$ cat src/rtl/upgrade_spawner_pkg.sv
`default_nettype none
// ============================================================================
// Module   : upgrade_spawner_pkg
// Brief    : Shared game types, screen constants and spawner helper functions.
// Revision : 1.0
// ============================================================================
package upgrade_spawner_pkg;

  typedef logic [9:0] coord_t;

  typedef enum logic [1:0] {
    S_COOLDOWN = 2'd0,
    S_PICK     = 2'd1,
    S_ACTIVE   = 2'd2
  } spawn_state_t;

  localparam int          SCREEN_W  = 640;
  localparam int          SCREEN_H  = 480;
  localparam coord_t      PARK_XY   = 10'd1000;
  localparam coord_t      CENTER_X  = 10'(SCREEN_W / 2);
  localparam coord_t      CENTER_Y  = 10'(SCREEN_H / 2);
  localparam logic [15:0] LFSR_MASK = 16'hB400;

  // Right-shifting Galois step; feedback applied when the bit shifted out is 1.
  function automatic logic [15:0] lfsr_step(input logic [15:0] q);
    return q[0] ? ((q >> 1) ^ LFSR_MASK) : (q >> 1);
  endfunction

  // True when the candidate centre is far enough from one ball on at least one axis.
  function automatic logic clear_of_ball(input coord_t cx, input coord_t cy,
                                         input coord_t bx, input coord_t by,
                                         input logic [10:0] keepout);
    logic signed [10:0] dx;
    logic signed [10:0] dy;
    logic        [10:0] adx;
    logic        [10:0] ady;
    dx  = $signed({1'b0, cx}) - $signed({1'b0, bx});
    dy  = $signed({1'b0, cy}) - $signed({1'b0, by});
    adx = dx[10] ? $unsigned(-dx) : $unsigned(dx);
    ady = dy[10] ? $unsigned(-dy) : $unsigned(dy);
    return (adx >= keepout) || (ady >= keepout);
  endfunction

endpackage
`default_nettype wire

$ cat src/rtl/upgrade_spawner_if.sv
`default_nettype none
// ============================================================================
// Module   : upgrade_spawner_if
// Brief    : Pickup bus between the spawner and the pickup/attach consumer.
// Revision : 1.0
// ============================================================================
interface upgrade_spawner_if;
  import upgrade_spawner_pkg::*;

  coord_t UpgradeX;
  coord_t UpgradeY;
  coord_t Upgrade_Size;
  logic   upgrade_active;
  logic   respawn_pulse;
  logic   was_collected;

  modport master (
    output UpgradeX,
    output UpgradeY,
    output Upgrade_Size,
    output upgrade_active,
    output respawn_pulse,
    input  was_collected
  );

  modport slave (
    input  UpgradeX,
    input  UpgradeY,
    input  Upgrade_Size,
    input  upgrade_active,
    input  respawn_pulse,
    output was_collected
  );

endinterface
`default_nettype wire

$ cat src/rtl/upgrade_spawner_lfsr16.sv
`default_nettype none
// ============================================================================
// Module   : upgrade_lfsr16
// Brief    : Free-running 16-bit Galois LFSR, reloaded with seed on reset.
// Revision : 1.0
// ============================================================================
module upgrade_lfsr16
  import upgrade_spawner_pkg::*;
(
  input  wire logic        frame_clk,
  input  wire logic        Reset,
  input  wire logic [15:0] seed,
  output logic      [15:0] q
);

  logic [15:0] r_q;

  always_ff @(posedge frame_clk or posedge Reset) begin
    if (Reset) begin
      r_q <= seed;
    end else begin
      r_q <= lfsr_step(r_q);
    end
  end

  assign q = r_q;

endmodule
`default_nettype wire

$ cat src/rtl/upgrade_spawner.sv
`default_nettype none
// ============================================================================
// Module   : upgrade_spawner
// Brief    : Places the upgrade pickup clear of both players, times it out and
//            respawns it after a cooldown.
// Revision : 1.0
// ============================================================================
module upgrade_spawner
  import upgrade_spawner_pkg::*;
#(
  parameter int          INITIAL_DELAY = 120,
  parameter int          COOLDOWN      = 300,
  parameter int          LIFETIME      = 600,
  parameter int          UPG_SIZE      = 8,
  parameter int          X_MIN         = 16,
  parameter int          X_MAX         = SCREEN_W - 17,
  parameter int          Y_MIN         = 16,
  parameter int          Y_MAX         = SCREEN_H - 17,
  parameter int          KEEPOUT       = 48,
  parameter int          MAX_TRIES     = 15,
  parameter logic [15:0] LFSR_SEED     = 16'hACE1
) (
  input  wire logic       frame_clk,
  input  wire logic       Reset,
  input  wire logic [9:0] BallX,
  input  wire logic [9:0] BallY,
  input  wire logic [9:0] Ball2X,
  input  wire logic [9:0] Ball2Y,
  upgrade_spawner_if.master bus
);

  localparam logic [11:0] c_init_delay = 12'(INITIAL_DELAY);
  localparam logic [11:0] c_cooldown   = 12'(COOLDOWN);
  localparam logic [11:0] c_lifetime   = 12'(LIFETIME);
  localparam logic [3:0]  c_max_tries  = 4'(MAX_TRIES);
  localparam coord_t      c_upg_size   = 10'(UPG_SIZE);
  localparam coord_t      c_x_min      = 10'(X_MIN);
  localparam coord_t      c_x_max      = 10'(X_MAX);
  localparam coord_t      c_y_min      = 10'(Y_MIN);
  localparam coord_t      c_y_max      = 10'(Y_MAX);
  localparam logic [10:0] c_keepout    = 11'(KEEPOUT);

  spawn_state_t r_state;
  spawn_state_t w_state_next;
  logic [11:0]  r_timer;
  logic [11:0]  w_timer_next;
  logic [11:0]  w_timer_dec;
  logic [3:0]   r_tries;
  logic [3:0]   w_tries_next;
  logic         r_prev_wc;
  coord_t       r_upg_x;
  coord_t       r_upg_y;
  coord_t       w_upg_x_next;
  coord_t       w_upg_y_next;
  logic         r_active;
  logic         w_active_next;
  logic         r_pulse;
  logic         w_pulse_next;

  logic [15:0]  w_lfsr;
  coord_t       w_cx;
  coord_t       w_cy;
  logic         w_in_range;
  logic         w_clear_p1;
  logic         w_clear_p2;
  logic         w_legal;
  logic         w_coll_edge;

  upgrade_lfsr16 u_lfsr (
    .frame_clk (frame_clk),
    .Reset     (Reset),
    .seed      (LFSR_SEED),
    .q         (w_lfsr)
  );

  assign w_cx        = w_lfsr[9:0];
  assign w_cy        = w_lfsr[15:6];
  assign w_in_range  = (w_cx >= c_x_min) && (w_cx <= c_x_max) &&
                       (w_cy >= c_y_min) && (w_cy <= c_y_max);
  assign w_clear_p1  = clear_of_ball(w_cx, w_cy, BallX, BallY, c_keepout);
  assign w_clear_p2  = clear_of_ball(w_cx, w_cy, Ball2X, Ball2Y, c_keepout);
  assign w_legal     = w_in_range && w_clear_p1 && w_clear_p2;
  assign w_coll_edge = bus.was_collected & ~r_prev_wc;

  // Saturating decrement; a phase ends on the frame the decremented value hits zero.
  assign w_timer_dec = (r_timer == 12'd0) ? 12'd0 : (r_timer - 12'd1);

  always_ff @(posedge frame_clk or posedge Reset) begin
    if (Reset) begin
      r_state   <= S_COOLDOWN;
      r_timer   <= c_init_delay;
      r_tries   <= 4'd0;
      r_prev_wc <= 1'b0;
      r_upg_x   <= PARK_XY;
      r_upg_y   <= PARK_XY;
      r_active  <= 1'b0;
      r_pulse   <= 1'b0;
    end else begin
      r_state   <= w_state_next;
      r_timer   <= w_timer_next;
      r_tries   <= w_tries_next;
      r_prev_wc <= bus.was_collected;
      r_upg_x   <= w_upg_x_next;
      r_upg_y   <= w_upg_y_next;
      r_active  <= w_active_next;
      r_pulse   <= w_pulse_next;
    end
  end

  always_comb begin
    w_state_next  = r_state;
    w_timer_next  = r_timer;
    w_tries_next  = r_tries;
    w_upg_x_next  = PARK_XY;
    w_upg_y_next  = PARK_XY;
    w_active_next = 1'b0;
    w_pulse_next  = 1'b0;

    case (r_state)
      S_COOLDOWN: begin
        w_timer_next = w_timer_dec;
        if (w_timer_dec == 12'd0) begin
          w_state_next = S_PICK;
          w_tries_next = 4'd0;
        end
      end

      S_PICK: begin
        if (w_legal || (r_tries == c_max_tries)) begin
          w_state_next  = S_ACTIVE;
          w_timer_next  = c_lifetime;
          w_active_next = 1'b1;
          w_pulse_next  = 1'b1;
          w_upg_x_next  = w_legal ? w_cx : CENTER_X;
          w_upg_y_next  = w_legal ? w_cy : CENTER_Y;
        end else begin
          w_tries_next = r_tries + 4'd1;
        end
      end

      S_ACTIVE: begin
        w_timer_next  = w_timer_dec;
        w_active_next = 1'b1;
        w_upg_x_next  = r_upg_x;
        w_upg_y_next  = r_upg_y;
        // Collection and expiry share one exit, so a coincident pair leaves once.
        if (w_coll_edge || (w_timer_dec == 12'd0)) begin
          w_state_next  = S_COOLDOWN;
          w_timer_next  = c_cooldown;
          w_active_next = 1'b0;
          w_upg_x_next  = PARK_XY;
          w_upg_y_next  = PARK_XY;
        end
      end

      default: begin
        w_state_next = S_COOLDOWN;
        w_timer_next = c_cooldown;
      end
    endcase
  end

  assign bus.UpgradeX       = r_upg_x;
  assign bus.UpgradeY       = r_upg_y;
  assign bus.Upgrade_Size   = c_upg_size;
  assign bus.upgrade_active = r_active;
  assign bus.respawn_pulse  = r_pulse;

endmodule
`default_nettype wire
$ cat src/flat_wrapper.sv
// flat-port wrapper written by rule: the top's interface ports become plain ports
module upgrade_spawner_flat import upgrade_spawner_pkg::*;
#(
  parameter int          INITIAL_DELAY = 120,
  parameter int          COOLDOWN      = 300,
  parameter int          LIFETIME      = 600,
  parameter int          UPG_SIZE      = 8,
  parameter int          X_MIN         = 16,
  parameter int          X_MAX         = SCREEN_W - 17,
  parameter int          Y_MIN         = 16,
  parameter int          Y_MAX         = SCREEN_H - 17,
  parameter int          KEEPOUT       = 48,
  parameter int          MAX_TRIES     = 15,
  parameter logic [15:0] LFSR_SEED     = 16'hACE1
)
  (frame_clk, Reset, BallX, BallY, Ball2X, Ball2Y, bus_UpgradeX, bus_UpgradeY, bus_Upgrade_Size, bus_upgrade_active, bus_respawn_pulse, bus_was_collected);
  upgrade_spawner_if bus_i ();
  input  wire logic frame_clk;
  input  wire logic Reset;
  input  wire logic [9:0] BallX;
  input  wire logic [9:0] BallY;
  input  wire logic [9:0] Ball2X;
  input  wire logic [9:0] Ball2Y;
  output wire logic [$bits(bus_i.UpgradeX)-1:0] bus_UpgradeX;
  output wire logic [$bits(bus_i.UpgradeY)-1:0] bus_UpgradeY;
  output wire logic [$bits(bus_i.Upgrade_Size)-1:0] bus_Upgrade_Size;
  output wire logic [$bits(bus_i.upgrade_active)-1:0] bus_upgrade_active;
  output wire logic [$bits(bus_i.respawn_pulse)-1:0] bus_respawn_pulse;
  input wire logic [$bits(bus_i.was_collected)-1:0] bus_was_collected;
  assign bus_UpgradeX = bus_i.UpgradeX;
  assign bus_UpgradeY = bus_i.UpgradeY;
  assign bus_Upgrade_Size = bus_i.Upgrade_Size;
  assign bus_upgrade_active = bus_i.upgrade_active;
  assign bus_respawn_pulse = bus_i.respawn_pulse;
  assign bus_i.was_collected = bus_was_collected;
  upgrade_spawner #(.INITIAL_DELAY(INITIAL_DELAY), .COOLDOWN(COOLDOWN), .LIFETIME(LIFETIME), .UPG_SIZE(UPG_SIZE), .X_MIN(X_MIN), .X_MAX(X_MAX), .Y_MIN(Y_MIN), .Y_MAX(Y_MAX), .KEEPOUT(KEEPOUT), .MAX_TRIES(MAX_TRIES), .LFSR_SEED(LFSR_SEED)) u_core (.frame_clk(frame_clk), .Reset(Reset), .BallX(BallX), .BallY(BallY), .Ball2X(Ball2X), .Ball2Y(Ball2Y), .bus(bus_i));
endmodule
$ cat config.mk
export PLATFORM = sky130hd
export DESIGN_NAME = upgrade_spawner_flat
export DESIGN_NICKNAME = d
export VERILOG_FILES = /design/src/rtl/upgrade_spawner_pkg.sv /design/src/rtl/upgrade_spawner_if.sv /design/src/rtl/upgrade_spawner_lfsr16.sv /design/src/rtl/upgrade_spawner.sv /design/src/flat_wrapper.sv
export SDC_FILE = /design/constraint.sdc
export NUM_CORES = 1
export LEC_CHECK = 0
export BUFFER_PORTS_ARGS = -buffer_cell sky130_fd_sc_hd__buf_2
export CORE_UTILIZATION = 60
export DETAILED_ROUTE_END_ITERATION = 7
export PLACE_DENSITY = 0.89
export REMOVE_ABC_BUFFERS = 1
export SLEW_MARGIN = 10
export SYNTH_ARGS = -nofsm -noshare
export SYNTH_HDL_FRONTEND = slang
export SYNTH_SLANG_ARGS = --single-unit
$ cat constraint.sdc
create_clock -name frame_clk -period 5.52 [get_ports frame_clk]
set_input_delay 0.552 -clock frame_clk [delete_from_list [all_inputs] [get_ports frame_clk]]
set_output_delay 0.552 -clock frame_clk [all_outputs]
set_load 0.02 [all_outputs]
==> results of run 1 <==
worst paths after layout:
check | start | endpoint | slack, ns | depth (start not counted)
max | u_core.u_lfsr.q[0] | u_core.bus.UpgradeX[3] | 0.91 | 15
min | bus_was_collected | u_core.r_prev_wc | 0.35 | 1
max reg2reg | u_core.u_lfsr.q[0] | u_core.bus.UpgradeX[3] | 0.91 | 15
min reg2reg | u_core.u_lfsr.q[0] | u_core.u_lfsr.q[15] | 0.41 | 0
max in group asynchronous | Reset | u_core.bus.UpgradeY[1] | 4.65 | 3
min in group asynchronous | Reset | u_core.r_timer[8] | 0.41 | 3
where the power goes:
part / leakage, uW / internal (uW) / switching [uW]
Sequential: 0.000684 / 484 / 65.4
Combinational: 0.00214 / 255 / 382
Clock: 0.0000414 / 90.7 / 140
sequential cells by signal (all words and copies together), names as in the netlist:
register                   count
u_core.bus.respawn_pulse       1
u_core.r_timer                12
u_core.r_tries                 4
u_core.bus.UpgradeX            9
u_core.bus.upgrade_active      1
u_core.r_prev_wc               1
u_core.r_state                 2
u_core.bus.UpgradeY           10
u_core.u_lfsr.q               16
critical path, stage by stage, from the launching register on:
cell,delay (ns)
dfstp_2,0.41
inv_1,0.13
ha_1,0.20
inv_1,0.06
fa_1,0.41
a21oi_1,0.28
o21a_1,0.20
o311ai_1,0.11
or2_1,0.27
or4_1,0.47
or3_1,0.35
and2_1,0.16
mux2_2,0.28
a31oi_2,0.40
nand3_1,0.43
o221a_2,0.39
cell type report:
cell class	count	area [um2]	area share, %
Multi-Input combinational cell	523	3780	62.8
Clock inverter	2	16.3	0.270
Clock buffer	6	72.6	1.20
Tap cell	108	135	2.24
Sequential cell	56	1430	23.7
Inverter	67	251	4.18
Timing Repair Buffer	66	335	5.57
per-stage QoR:
stage / hold WS (ns) / power, uW
5_1_grt: 0.336 / 1520
2_1_floorplan: 0.383 / 1030
6_report: 0.347 / 1420
4_1_cts: 0.336 / 1410
3_3_place_gp: 0.394 / 1150
3_5_place_dp: 0.401 / 1180
synth_stat cells, drive strengths merged, types with 10 or more instances:
master / number / area [um2]
a21o: 14 / 105
a21oi: 39 / 195
buf: 16 / 120
clkbuf: 10 / 37.5
dfrtp: 33 / 826
dfstp: 23 / 604
ha: 47 / 588
inv: 67 / 251
nand2: 40 / 150
nand3: 22 / 123
nor2: 41 / 161
nor2b: 13 / 81.3
nor3: 20 / 100
o211ai: 14 / 105
o21a: 14 / 105
o21ai: 31 / 159
xnor2: 19 / 166
xor2: 12 / 105
kinds of logic (layout without fill, tap and decap cells):
logic type                 after synthesis  after routing
DFF                                     56             56
AOI/OAI and AO/OA                      215            215
xor gates and xnor gates                31             31
adders and majority gates               51             51
buffers and inverters                   93            141
other                                    2             10
muxes                                   10             10
and+or+nand+nor                        206            206
layer usage:
metal / wire length (um) / GRT usage (%) / vias to the layer above / share of wire (%)
li1: - / - / 2560 / -
met1: 6090 / 40.0 / 2543 / 44
met2: 6560 / 49.9 / 234 / 47
met3: 933 / 3.12 / 37 / 6.7
met4: 287 / 9.30 / 0 / 2.1
met5: 0 / 0 / - / 0
placed cells by master (no fill, tap or decap), types with 7 or more instances in the layout:
master / synthesis / layout
ha_1: 47 / 47
dfstp_2: 23 / 23
or3_1: 8 / 8
nor2b_1: 13 / 13
and2_1: 7 / 7
o21ai_1: 7 / 7
conb_1: 2 / 10
nand3_1: 21 / 21
nand2_1: 40 / 40
a31oi_1: 8 / 8
nor2_1: 40 / 40
inv_1: 66 / 65
nand4_1: 7 / 7
buf_2: 3 / 64
xnor2_1: 19 / 19
o2bb2ai_1: 7 / 7
xor2_1: 12 / 12
o21ai_0: 23 / 23
or4_1: 8 / 8
a21oi_1: 39 / 39
dfrtp_1: 33 / 33
a21o_1: 14 / 14
o211ai_1: 14 / 14
o21a_1: 14 / 14
nor3_1: 20 / 20
a211oi_1: 8 / 8
==> run_results.csv, run 1 <==
group,metric,value,unit
synthesis,synth_flop_cell,"dfrtp_1",
synthesis,synth_top_family_by_area,"compound AO/OA/AOI/OAI gates",
sta,fmax,217,MHz
synthesis,postSynthAreaPerCell,8.42,um2
hold_path,hp-class,"in2reg",
synthesis,synthArstFlopShare,100,%
synthesis,ys_types,85,
sta,skew,0.0118,ns
die,dieArea,0.00971,mm2
cells_and_area,drive_gt1_share,17.2,%
cells_and_area,fin_cells,828,
route,post_drt_wl_per_cell,16.8,um
status,violations,"DRC",
synthesis,synthMuxAreaShare,1.90,%
grt,grt_pass1_vias,5144,
route,vias,5374,
critical_path,critPathKind,"reg2reg",
synthesis,ys_ff_latch,56,
die,die_height,98.5,um
sta,slew_headroom,40.7,%
sta,tightest_slew,0.887,ns
clock_network,clock_latency,0.32,ns
synthesis,yosysSeqAreaShare,25.6,%
route,drtIter0Drc,430,
cells_and_area,final_util,67.7,%
critical_path,cp-start-kind,"flip-flop",
die,io_pins,75,
grt,grt.overflow.total,0,
synthesis,synth_xor_area_share,4.86,%
grt,antenna_found_initial,0,
clock_network,clock-sinks,56,
sta,finalSetupViolCount,0,
grt,grt_usage,29.5,%
synthesis,synthAdderAreaFrac,11.9,%
clock_network,cts_max_path_buffers,2,
power,powerDensity,235,mW/mm2
synthesis,synth-simple-area-share,19.8,%
critical_path,cp_max_fo,12,
grt,grt_first_pass_wirelength,23700,um
place,postPlaceCellArea,0.00593,mm2
place,place_ws,0.851,ns
sta,grt_setup_unrepaired,"false",
power,vdd_drop_max,0.000146,V
grt,grt_max_degree,57,
route,vias_per_cell,6.49,
route,detail-route-antenna-nets,0,
clock_network,post_cts_buffers,0,
status,status,"finished with violations",
die,start_util,62.9,%
route,drt-pass1-iter-count,7,
die,rows,34,
job,drv_cap,0,
clock_network,clockRootBuffer,"clkbuf_8",
critical_path,cp.arrival,4.87,ns
synthesis,synth_enable_flop_cells,0,
place,gp_congestion,0.916,
clock_network,ctsHoldBuffers,0,
clock_network,cts_made_buffers,5,
synthesis,syn-cell-area,0.00559,mm2
sta,report.final.slew_viol_count,0,
clock_network,cts_resized,0,
cells_and_area,filler_cell_count,682,
die,die_x,98.5,um
cells_and_area,nets,813,
sta,period_needed,4.61,ns
clock_network,cts_max_level,2,
synthesis,synth_compound_area_share,28.5,%
place,hpwl,10700,um
sta,finalHoldViolCount,0,
sta,setup_tns,0,ns
clock_network,clkTransAtPathRegs,0.11,ns
synthesis,synth_cells,664,
route,drc,5,
power,power_leakage,0.00287,uW
sta,timing.final.crit_share,83.5,%
critical_path,critPathCaptureType,"flip-flop",
cells_and_area,antenna_cells,0,
critical_path,critPathRequiredTime,5.78,ns
cells_and_area,area_delta_synth_final,7.72,%
route,wl,13900,um
clock_network,cts_tree,"yes",
sta,setup_ws,0.911,ns
die,fp.coreArea,0.00889,mm2
place,portBuffers,64,
cells_and_area,final_cell_area,0.00602,mm2
place,placedCellCount,820,
synthesis,yosys_warnings,0,
(Power assumes the default switching activity.)
==> run 2: changes to the inputs <==
ABC_AREA = 1   (was unset)
CORE_UTILIZATION = 54   (was 60)
PLACE_DENSITY = 0.84   (was 0.89)
clock period = 4.1 ns   (was 5.52 ns; I/O delays follow)
==> run_results.csv, run 2 <==
group,metric,value,unit
sta,timing.final.crit_share,87.6,%
clock_network,cts_max_path_buffers,2,
sta,finalHoldViolCount,0,
clock_network,clockRootBuffer,"clkbuf_16",
synthesis,yosysSeqAreaShare,23.1,%
synthesis,synth_cells,1003,
grt,grt_util_met3,3.41,%
place,hpwl,11800,um
grt,met2_usage,41.8,%
cells_and_area,nets,1158,
synthesis,synthArstFlopShare,100,%
clock_network,ctsHoldBuffers,0,
clock_network,cts_max_level,2,
critical_path,cp.depth,23,
die,dieArea,0.0119,mm2
hold_path,hp-class,"in2async",
critical_path,critPathBufInv,4,
clock_network,post_cts_buffers,0,
sta,report.final.slew_viol_count,0,
sta,finalSetupViolCount,0,
critical_path,cpMostUsedCell,"nand2_1",
grt,antenna_found_initial,0,
synthesis,synth_top_area_share,21.5,%
cells_and_area,layout_common_cells,"nand2_1, inv_1, nand3_1",
synthesis,synth_enable_flop_cells,0,
power,power_leakage,0.00403,uW
die,die_height,109,um
route,vias_per_cell,5.20,
clock_network,cts_made_buffers,5,
sta,grt_setup_unrepaired,"false",
synthesis,synthTopCellsByCount,"nand2_1, inv_1, nand3_1, nor2_1, ha_1",
cells_and_area,area_delta_synth_final,8.41,%
clock_network,clock_latency,0.29,ns
route,vias,6268,
route,drt-pass1-iter-count,6,
place,postPlaceCellArea,0.00657,mm2
grt,top_usage_layer,"met2",
route,detail-route-antenna-nets,0,
cells_and_area,regArea,0.00143,mm2
die,io_pins,75,
route,wl,14800,um
cells_and_area,drive_gt1_share,15.5,%
cells_and_area,antenna_cells,0,
critical_path,cp_top_family,"simple AND/OR/NAND/NOR gates",
critical_path,timing.rr.start,"u_core.u_lfsr.q[6]",
grt,grt_max_degree,36,
route,post_drt_wl_per_cell,12.2,um
critical_path,critPathKind,"reg2reg",
synthesis,synthMostInstantiatedCell,"nand2_1",
power,vdd_drop_max,0.000241,V
grt,grt_usage,25.4,%
clock_network,clock-sinks,56,
place,placedCellCount,1197,
critical_path,cp_cell_sequence,"inv_1 -> ha_1 -> inv_1 -> fa_1 -> inv_1 -> nand2_1 -> nand3_1 -> nor2_1 -> nand3_1 -> nor2_1 -> nand2_1 -> nand2_1 -> nand2_1 -> nand2_1 -> nand2_1 -> inv_2 -> nand2_1 -> nor2_2 -> nand3_2 -> nand3_4 -> nand3_2 -> nand2_1 -> o21ai_1",
synthesis,yosysTopAreaCell,"nand2_1",
critical_path,max_stage_delay,0.59,ns
sta,fmax,278,MHz
critical_path,cp_slowest_cell,"dfstp_2",
critical_path,rr_endpoint,"u_core.r_timer[2]",
synthesis,ys_types,44,
synthesis,postSynthAreaPerCell,6.17,um2
cells_and_area,final_cell_area,0.00671,mm2
die,start_util,56.3,%
cells_and_area,layout_commonest_cell,"nand2_1",
power,powerDensity,178,mW/mm2
cells_and_area,largest_register_ffs,16,
clock_network,cts_tree,"yes",
status,status,"finished clean",
critical_path,r2r_setup_slack,0.51,ns
clock_network,cts_resized,0,
synthesis,ys_top_cells_by_area,"nand2_1, dfrtp_1, dfstp_2",
clock_network,clkTransAtPathRegs,0.07,ns
grt,grt.overflow.total,0,
cells_and_area,fin_cells,1205,
critical_path,critPathRequiredTime,4.26,ns
grt,grt_pass1_vias,5383,
power,finalPower,1200,uW
critical_path,critPathCaptureType,"flip-flop",
cells_and_area,multi_input_area,0.00398,mm2
synthesis,synth_flop_cell,"dfrtp_1",
sta,setup_tns,0,ns
route,drc,0,
sta,period_needed,3.59,ns
critical_path,cp_max_fo,20,
die,die_x,109,um
critical_path,worst_r2r_path_depth,23,
grt,met1_usage,35.6,%
job,drv_cap,0,
die,fp.coreArea,0.0110,mm2
synthesis,syn-cell-area,0.00619,mm2
critical_path,cp-start-kind,"flip-flop",
critical_path,cp.arrival,3.76,ns
sta,slew_headroom,40.4,%
place,gp_congestion,0.936,
die,rows,38,
route,drtIter0Drc,555,
synthesis,yosys_warnings,0,
grt,grt_first_pass_wirelength,24300,um
cells_and_area,filler_cell_count,1036,
sta,skew,0.00698,ns
place,portBuffers,64,
sta,tightest_slew,0.871,ns
synthesis,ys_ff_latch,56,
## run 2: cell count changes in the layout (fill, tap and decap cells not counted), sizes merged, moves of 10 or more
cell / change
o21a: -13
o211ai: -10
nor2: +59
nand3: +93
xnor2: -17
nor2b: -13
nand2: +335
a21oi: -17
inv: +102
a21o: -14
## run 2: routing by layer
metal / vias to the layer above / wire length [um]
li1: 3248 / -
met1: 2791 / 6900
met2: 208 / 6680
met3: 21 / 985
met4: 0 / 183
met5: - / 0
## run 2: final cells by class
cell class	instances	share of cell area [%]
multi-input cells	766	59.4
flip-flops and latches	56	21.3
inverters	169	9.57
repair buffers	66	5.00
well taps	140	2.61
clock buffers	6	1.92
clock inverters	2	0.205
## run 2: where the power goes
group | switching, uW | internal [uW] | total (uW)
clock network | 197 | 229 | 426
logic | 141 | 76.0 | 217
registers | 0.133 | 554 | 554
total | 338 | 858 | 1200
## run 2: worst max path at each step
stage	startpoint	slack [ns]	endpoint
after CTS	u_core.u_lfsr.q[6]	0.53	u_core.r_timer[2]
after floorplan	u_core.u_lfsr.q[6]	1.13	u_core.r_timer[1]
final	u_core.u_lfsr.q[6]	0.51	u_core.r_timer[2]
after global placement	u_core.u_lfsr.q[6]	0.71	u_core.r_timer[7]
after detailed placement	u_core.u_lfsr.q[6]	0.59	u_core.r_timer[2]
after global routing	u_core.u_lfsr.q[6]	0.12	u_core.r_timer[2]
## run 2: metrics by stage
step	util [%]	setup WS (ns)	hold slack, ns
after floorplan	-	1.13	0.378
after global placement	59.8	0.714	0.391
after detailed placement	59.8	0.585	0.397
after CTS	61.1	0.532	0.238
after global routing	61.1	0.121	0.229
final	61.1	0.508	0.237
## run 2: logic make-up after synthesis
logic type      share of synthesized area [%]
simple gates                             44.6
buf+inv                                  13.0
compound gates                           7.12
flops                                    23.1
fa+ha+maj                                10.8
xor+xnor                                 1.27
other cells                             0.121
## run 2: worst register-to-register path: stages, from the launching register on
cell,delay (ns)
dfstp_2,0.59
inv_1,0.14
ha_1,0.21
inv_1,0.11
fa_1,0.25
inv_1,0.08
nand2_1,0.06
nand3_1,0.08
nor2_1,0.15
nand3_1,0.14
nor2_1,0.11
nand2_1,0.09
nand2_1,0.07
nand2_1,0.06
nand2_1,0.07
nand2_1,0.08
inv_2,0.05
nand2_1,0.05
nor2_2,0.09
nand3_2,0.09
nand3_4,0.19
nand3_2,0.44
nand2_1,0.22
o21ai_1,0.08
